## src/rtl/mux_pkg.sv

```systemverilog
// mux_pkg: shared definitions for the multiplexer family.
//   sel_e   : 2-bit select encodings used by the fixed-select muxes.
//   rr_next : round-robin successor of a channel index, wrapping at num_ch.
package mux_pkg;

  typedef enum logic [1:0] {
    SEL_ZERO  = 2'd0,
    SEL_ONE   = 2'd1,
    SEL_TWO   = 2'd2,
    SEL_THREE = 2'd3
  } sel_e;

  // Wraps explicitly at num_ch so non-power-of-2 channel counts never
  // produce an index past the last channel.
  function automatic int rr_next(input int ptr, input int num_ch);
    return (ptr >= num_ch - 1) ? 0 : ptr + 1;
  endfunction

endpackage

```

## src/rtl/rr_arbiter.sv

```systemverilog
// rr_arbiter: combinational round-robin grant.
//   req       : per-channel request
//   ptr       : highest-priority channel this cycle
//   grant     : one-hot grant, zero when no request
//   grant_idx : index of the granted channel (0 when no request)
// The search order is ptr, ptr+1, ..., NUM_CH-1, 0, ..., ptr-1.
module rr_arbiter #(
  parameter int NUM_CH = 4,
  parameter int CH_W   = $clog2(NUM_CH)
) (
  input  logic [NUM_CH-1:0] req,
  input  logic [CH_W-1:0]   ptr,
  output logic [NUM_CH-1:0] grant,
  output logic [CH_W-1:0]   grant_idx
);

  int          idx;
  logic [CH_W-1:0] idx_c;
  logic        found;

  always_comb begin
    grant     = '0;
    grant_idx = '0;
    found     = 1'b0;
    idx       = 0;
    idx_c     = '0;
    for (int i = 0; i < NUM_CH; i++) begin
      idx = int'(ptr) + i;
      if (idx >= NUM_CH) idx = idx - NUM_CH;
      idx_c = CH_W'(idx);
      if (!found && req[idx_c]) begin
        found        = 1'b1;
        grant[idx_c] = 1'b1;
        grant_idx    = idx_c;
      end
    end
  end

endmodule

```

## src/rtl/mux_rr_arb.sv

```systemverilog
// mux_rr_arb: N-channel round-robin multiplexer with one registered output
// stage and valid/ready handshaking on every channel.
//   clk       : clock, rising edge
//   reset     : asynchronous, active-low reset
//   in_valid  : per-channel valid
//   in_data   : channel k at [k*WIDTH +: WIDTH]
//   in_ready  : per-channel ready, one-hot or zero
//   out_valid : output register holds a beat
//   out_data  : registered data
//   out_ch    : channel that produced out_data
//   out_ready : downstream accepts the beat
// Optional build macro MUX_RR_ARB_LOCK_EN adds packet locking:
//   in_last   : per-channel end-of-packet flag
//   out_last  : registered in_last of the held beat
// While a packet is in flight the grant stays on its channel and the
// round-robin pointer only moves when the packet's last beat transfers.
module mux_rr_arb
  import mux_pkg::*;
#(
  parameter  int WIDTH  = 32,
  parameter  int NUM_CH = 4,
  localparam int CH_W   = $clog2(NUM_CH)
) (
  input  logic                    clk,
  input  logic                    reset,
  input  logic [NUM_CH-1:0]       in_valid,
  input  logic [NUM_CH*WIDTH-1:0] in_data,
  output logic [NUM_CH-1:0]       in_ready,
  output logic                    out_valid,
  output logic [WIDTH-1:0]        out_data,
  output logic [CH_W-1:0]         out_ch,
`ifdef MUX_RR_ARB_LOCK_EN
  input  logic [NUM_CH-1:0]       in_last,
  output logic                    out_last,
`endif
  input  logic                    out_ready
);

  logic [CH_W-1:0]   ptr_q, ptr_d;
  logic              out_valid_q, out_valid_d;
  logic [WIDTH-1:0]  out_data_q, out_data_d;
  logic [CH_W-1:0]   out_ch_q, out_ch_d;

  logic              can_load;
  logic              xfer;
  logic              advance;
  logic [NUM_CH-1:0] req;
  logic [NUM_CH-1:0] grant;
  logic [CH_W-1:0]   grant_idx;
  logic [WIDTH-1:0]  sel_data;

`ifdef MUX_RR_ARB_LOCK_EN
  logic              lock_q, lock_d;
  logic [CH_W-1:0]   lock_ch_q, lock_ch_d;
  logic              out_last_q, out_last_d;
  logic [NUM_CH-1:0] lock_mask;
  logic              grant_last;

  // A locked packet masks every other requester; if the owner drops valid
  // nothing is granted rather than letting another channel slip in.
  always_comb begin
    lock_mask            = '0;
    lock_mask[lock_ch_q] = 1'b1;
    req = lock_q ? (in_valid & lock_mask) : in_valid;
  end

  assign grant_last = in_last[grant_idx];
`else
  assign req = in_valid;
`endif

  rr_arbiter #(
    .NUM_CH (NUM_CH),
    .CH_W   (CH_W)
  ) u_arb (
    .req       (req),
    .ptr       (ptr_q),
    .grant     (grant),
    .grant_idx (grant_idx)
  );

  assign can_load = !out_valid_q || out_ready;

  // Gated with reset so no upstream handshake can complete while the
  // output register is held clear.
  assign in_ready = (reset && can_load) ? grant : '0;
  assign xfer     = |(in_valid & in_ready);

  always_comb begin
    sel_data = '0;
    for (int k = 0; k < NUM_CH; k++) begin
      if (grant[k]) sel_data = in_data[k*WIDTH +: WIDTH];
    end
  end

`ifdef MUX_RR_ARB_LOCK_EN
  assign advance = xfer && grant_last;
`else
  assign advance = xfer;
`endif

  always_comb begin
    out_valid_d = out_valid_q;
    out_data_d  = out_data_q;
    out_ch_d    = out_ch_q;
    ptr_d       = ptr_q;
    if (xfer) begin
      // Covers the simultaneous drain-and-load case: the new beat simply
      // overwrites the one leaving, so there is no bubble.
      out_valid_d = 1'b1;
      out_data_d  = sel_data;
      out_ch_d    = grant_idx;
    end else if (out_ready) begin
      out_valid_d = 1'b0;
    end
    if (advance) ptr_d = CH_W'(rr_next(int'(grant_idx), NUM_CH));
  end

`ifdef MUX_RR_ARB_LOCK_EN
  always_comb begin
    lock_d     = lock_q;
    lock_ch_d  = lock_ch_q;
    out_last_d = out_last_q;
    if (xfer) begin
      lock_d     = !grant_last;
      lock_ch_d  = grant_idx;
      out_last_d = grant_last;
    end
  end

  always_ff @(posedge clk or negedge reset) begin
    if (!reset) begin
      lock_q     <= 1'b0;
      lock_ch_q  <= '0;
      out_last_q <= 1'b0;
    end else begin
      lock_q     <= lock_d;
      lock_ch_q  <= lock_ch_d;
      out_last_q <= out_last_d;
    end
  end

  assign out_last = out_last_q;
`endif

  always_ff @(posedge clk or negedge reset) begin
    if (!reset) begin
      ptr_q       <= '0;
      out_valid_q <= 1'b0;
      out_data_q  <= '0;
      out_ch_q    <= '0;
    end else begin
      ptr_q       <= ptr_d;
      out_valid_q <= out_valid_d;
      out_data_q  <= out_data_d;
      out_ch_q    <= out_ch_d;
    end
  end

  assign out_valid = out_valid_q;
  assign out_data  = out_data_q;
  assign out_ch    = out_ch_q;

endmodule

```

## config.mk

```make
export PLATFORM = sky130hd
export DESIGN_NAME = mux_rr_arb
export DESIGN_NICKNAME = d
export VERILOG_FILES = /design/src/rtl/mux_pkg.sv /design/src/rtl/rr_arbiter.sv /design/src/rtl/mux_rr_arb.sv
export SDC_FILE = /design/constraint.sdc
export NUM_CORES = 1
export LEC_CHECK = 0
export CAP_MARGIN = 25
export CORE_ASPECT_RATIO = 1.5
export CORE_MARGIN = 1
export CORE_UTILIZATION = 30
export DETAILED_ROUTE_END_ITERATION = 16
export PLACE_DENSITY_LB_ADDON = 0.08
export SETUP_SLACK_MARGIN = 0.4
export SLEW_MARGIN = 20
export SYNTH_ARGS = -nofsm -noshare
export SYNTH_HDL_FRONTEND = slang
export SYNTH_SLANG_ARGS = --single-unit
```

## constraint.sdc

```tcl
create_clock -name clk -period 3.5 [get_ports clk]
set_clock_uncertainty 0.2 [all_clocks]
set_input_delay 0.7 -clock clk [delete_from_list [all_inputs] [get_ports clk]]
set_output_delay 0.7 -clock clk [all_outputs]
set_load 0.05 [all_outputs]
```

==> results by group <==
Min path
  – Worst hold path class: reg2reg

Setup path
  – Crit path cell chain: inv_4, ha_4, or3b_1, a2111o_1, nand2_4, a221o_1, and2_4, buf_12
  – Crit end category: output pin
  – Critical path fanouts, max: 5
  – CP Launch Type: flop
  – Critical path type: reg2out
  – Slowest stage cell on the critical path: a2111o_1
  – Slowest cell delay on critical path: 420 ps
  – WP buf/inv: 2
  – Cell family with most CP delay: simple AND/OR/NAND/NOR gates
  – Worst EP required: 2600 ps
  – Arrival time at the worst endpoint: 2360 ps

Routing
  – Via density: 5.66
  – WL/cell: 20.1 µm
  – DRT Pass-1 Iters: 4
  – Drt total wl: 12,800 µm
  – Drt first-iter violations: 184
  – Final ANT Viol Nets: 0
  – DRC: 0
  – Vias post-DR: 3,600

Floorplanning
  – IO Count: 174
  – Die height: 124 µm
  – DIE AREA: 10,400 µm²
  – Starting Density: 0.309
  – Die X: 83.6 µm
  – Core area: 9690 µm²
  – FP Rows: 44

Synth
  – Post-synth top cells: nor2_1 (38), dfrtp_1 (37), o21ai_0 (37)
  – Post-synthesis sequential area ratio: 0.309
  – Synth Instances: 331
  – Warnings from Yosys: 0
  – Dominant cells by area after synthesis: dfrtp_1 (31%), a221o_1 (11%), a32o_1 (11%)
  – Count leader, synth: nor2_1
  – Yosys top cell area share: 0.309
  – Syn nets: 472
  – Post-synth top area cell: dfrtp_1
  – Register bit count reported by yosys: 37
  – Syn avg cell area: 9.04 µm²
  – Fraction of registers with async set/reset: 1.00
  – Post-synth EDFFs: 0
  – Netlist Area Pre-Place: 2990 µm²
  – Top_reg_cell synth: dfrtp_1
  – Synth cell types: 49

Clock tree
  – Worst-Skew Late Latency: 280 ps
  – CTS root buf: clkbuf_16
  – CTS Hold Bufs: 0
  – Clk buf depth: 2
  – Max H-tree Level: 2
  – CTS clk-pin slew, worst paths: 50 ps
  – CTS Sinks: 37
  – CTS tree: done
  – CTS buffer count: 5

Global route
  – Met2 Usage GRT: 0.443
  – Grt met1 use: 0.289
  – GRT Total Usage: 0.245
  – Most Used Layer, Global Route: met2
  – Largest net degree at the start of global routing: 38
  – First-pass GRT wire length: 20,200 µm
  – Initial antenna violation count: 0
  – Vias in the first global route: 3,676
  – Met3 Track Usage GR: 0.0411
  – Remaining Overflow, GRT: 0

Power and ir drop
  – Pwr/cell area: 1170 nW/µm²
  – P_int: 3100 µW
  – VDD IR-drop max: 0.00103 V
  – NetSw: 3110 µW
  – Leak pwr: 0.00212 µW
  – Logic pwr share: 0.792
  – Clock power share: 0.086
  – Net Sw Frac: 0.501
  – Seq pwr share: 0.121

Final layout
  – Layout cells sized above 1: 0.173
  – Ant diodes: 0
  – Final nets: 661
  – Area grow syn2layout: 78.2%

Timing
  – Endpoints failing setup: 0
  – Unrepaired setup endpoints after global routing: true
  – Final setup margin: 235 ps
  – Clock period minus final worst setup slack: 3260 ps
  – Endpoints failing hold: 0
  – Part of the cycle the worst path needs: 0.933
  – Actual slew at the worst max-slew pin: 570 ps
  – Relative slew slack: 0.619
  – Fmax: 306 MHz
  – Setup TNS: 0 ps
  – Hold Slack: 290 ps
  – Slew Limit Fails: 0

Placement
  – GPL Wtd Cong: 0.890
  – Place WS: -311 ps
  – DP Wirelength: 8990 µm
  – Port bufs: 173

Run
  – Max capacitance violation total: 0

Status
  – Status: complete, no violations
cells in the final DEF (no fill, tap or decap), types with 8 or more instances in the layout:
master / count
o21ai_0: 35
nor3_1: 33
dfrtp_1: 36
nand2_1: 13
buf_12: 8
nor2_1: 35
clkdlybuf4s50_1: 164
buf_4: 36
a221o_1: 33
a32o_1: 32
per-stage QoR:
step	std cells	utilization	area (µm²)	total power, µW
after detailed placement	617	0.519	5030	5450
after CTS	633	0.547	5300	6180
after global routing	636	0.550	5330	6600
after global placement	617	0.519	5030	5380
after floorplan	331	-	3050	3960
final	636	0.550	5330	6220
flip-flops by register name (all words and copies together), names as in the netlist, named ones only:
name and flops:
out_data 32, out_ch 2, out_valid 1, ptr_q 1
cell type report:
cell class / instances / area [µm²]
fill: 884 / 4360
clock buffer: 7 / 143
inverter: 4 / 22.5
multi-input combinational: 253 / 1900
sequential: 37 / 927
timing repair buffer: 219 / 2170
clock inverter: 1 / 30.0
tap: 115 / 144
worst paths after layout:
kind / cells past startpoint / from / end / slack [ps]
max in group asynchronous: 2 / reset / asynchronous set/reset pin / 2350
worst max-delay path: 8 / ptr_q[1] / in_ready[1] / 240
worst min-delay path: 1 / out_data[15] / out_data[15] / 290
min in group asynchronous: 2 / reset / out_data[2] / 360
worst max register to register: 13 / ptr_q[1] / out_data[26] / 450
worst min register to register: 1 / out_data[15] / out_data[15] / 290
power by group through the flow:
stage	Combinational [µW]	Clock, µW	Sequential [µW]
final	4930	536	754
after global placement	4620	0	751
after floorplan	2590	0	1380
after CTS	4890	542	754
after global routing	5260	560	777
after detailed placement	4690	0	759
cell families (layout without fill, tap and decap cells):
logic type / count (synthesis) / in the layout / share of synthesized area
AOI/OAI and AO/OA: 127 / 127 / 0.355
and+or+nand+nor: 111 / 112 / 0.186
buffers and inverters: 42 / 231 / 0.0886
DFF: 37 / 37 / 0.309
muxes: 7 / 7 / 0.0326
adders and majority gates: 6 / 6 / 0.0251
xor gates and xnor gates: 1 / 1 / 0.00293
per-layer routing:
metal | up-vias | share of wire
met5 | - | 0
met4 | 0 | 0.027
met3 | 25 | 0.057
met2 | 143 | 0.53
met1 | 1743 | 0.39
li1 | 1689 | -
timing repair:
action | CTS | global route
setup endpoints to repair | 41 | 40
pin swaps | 12 | 8
buffers inserted | 7 | 3
gates resized for setup | 21 | 10
gates cloned | 1 | 0
No activity file was read; power rests on OpenSTA's default activity.
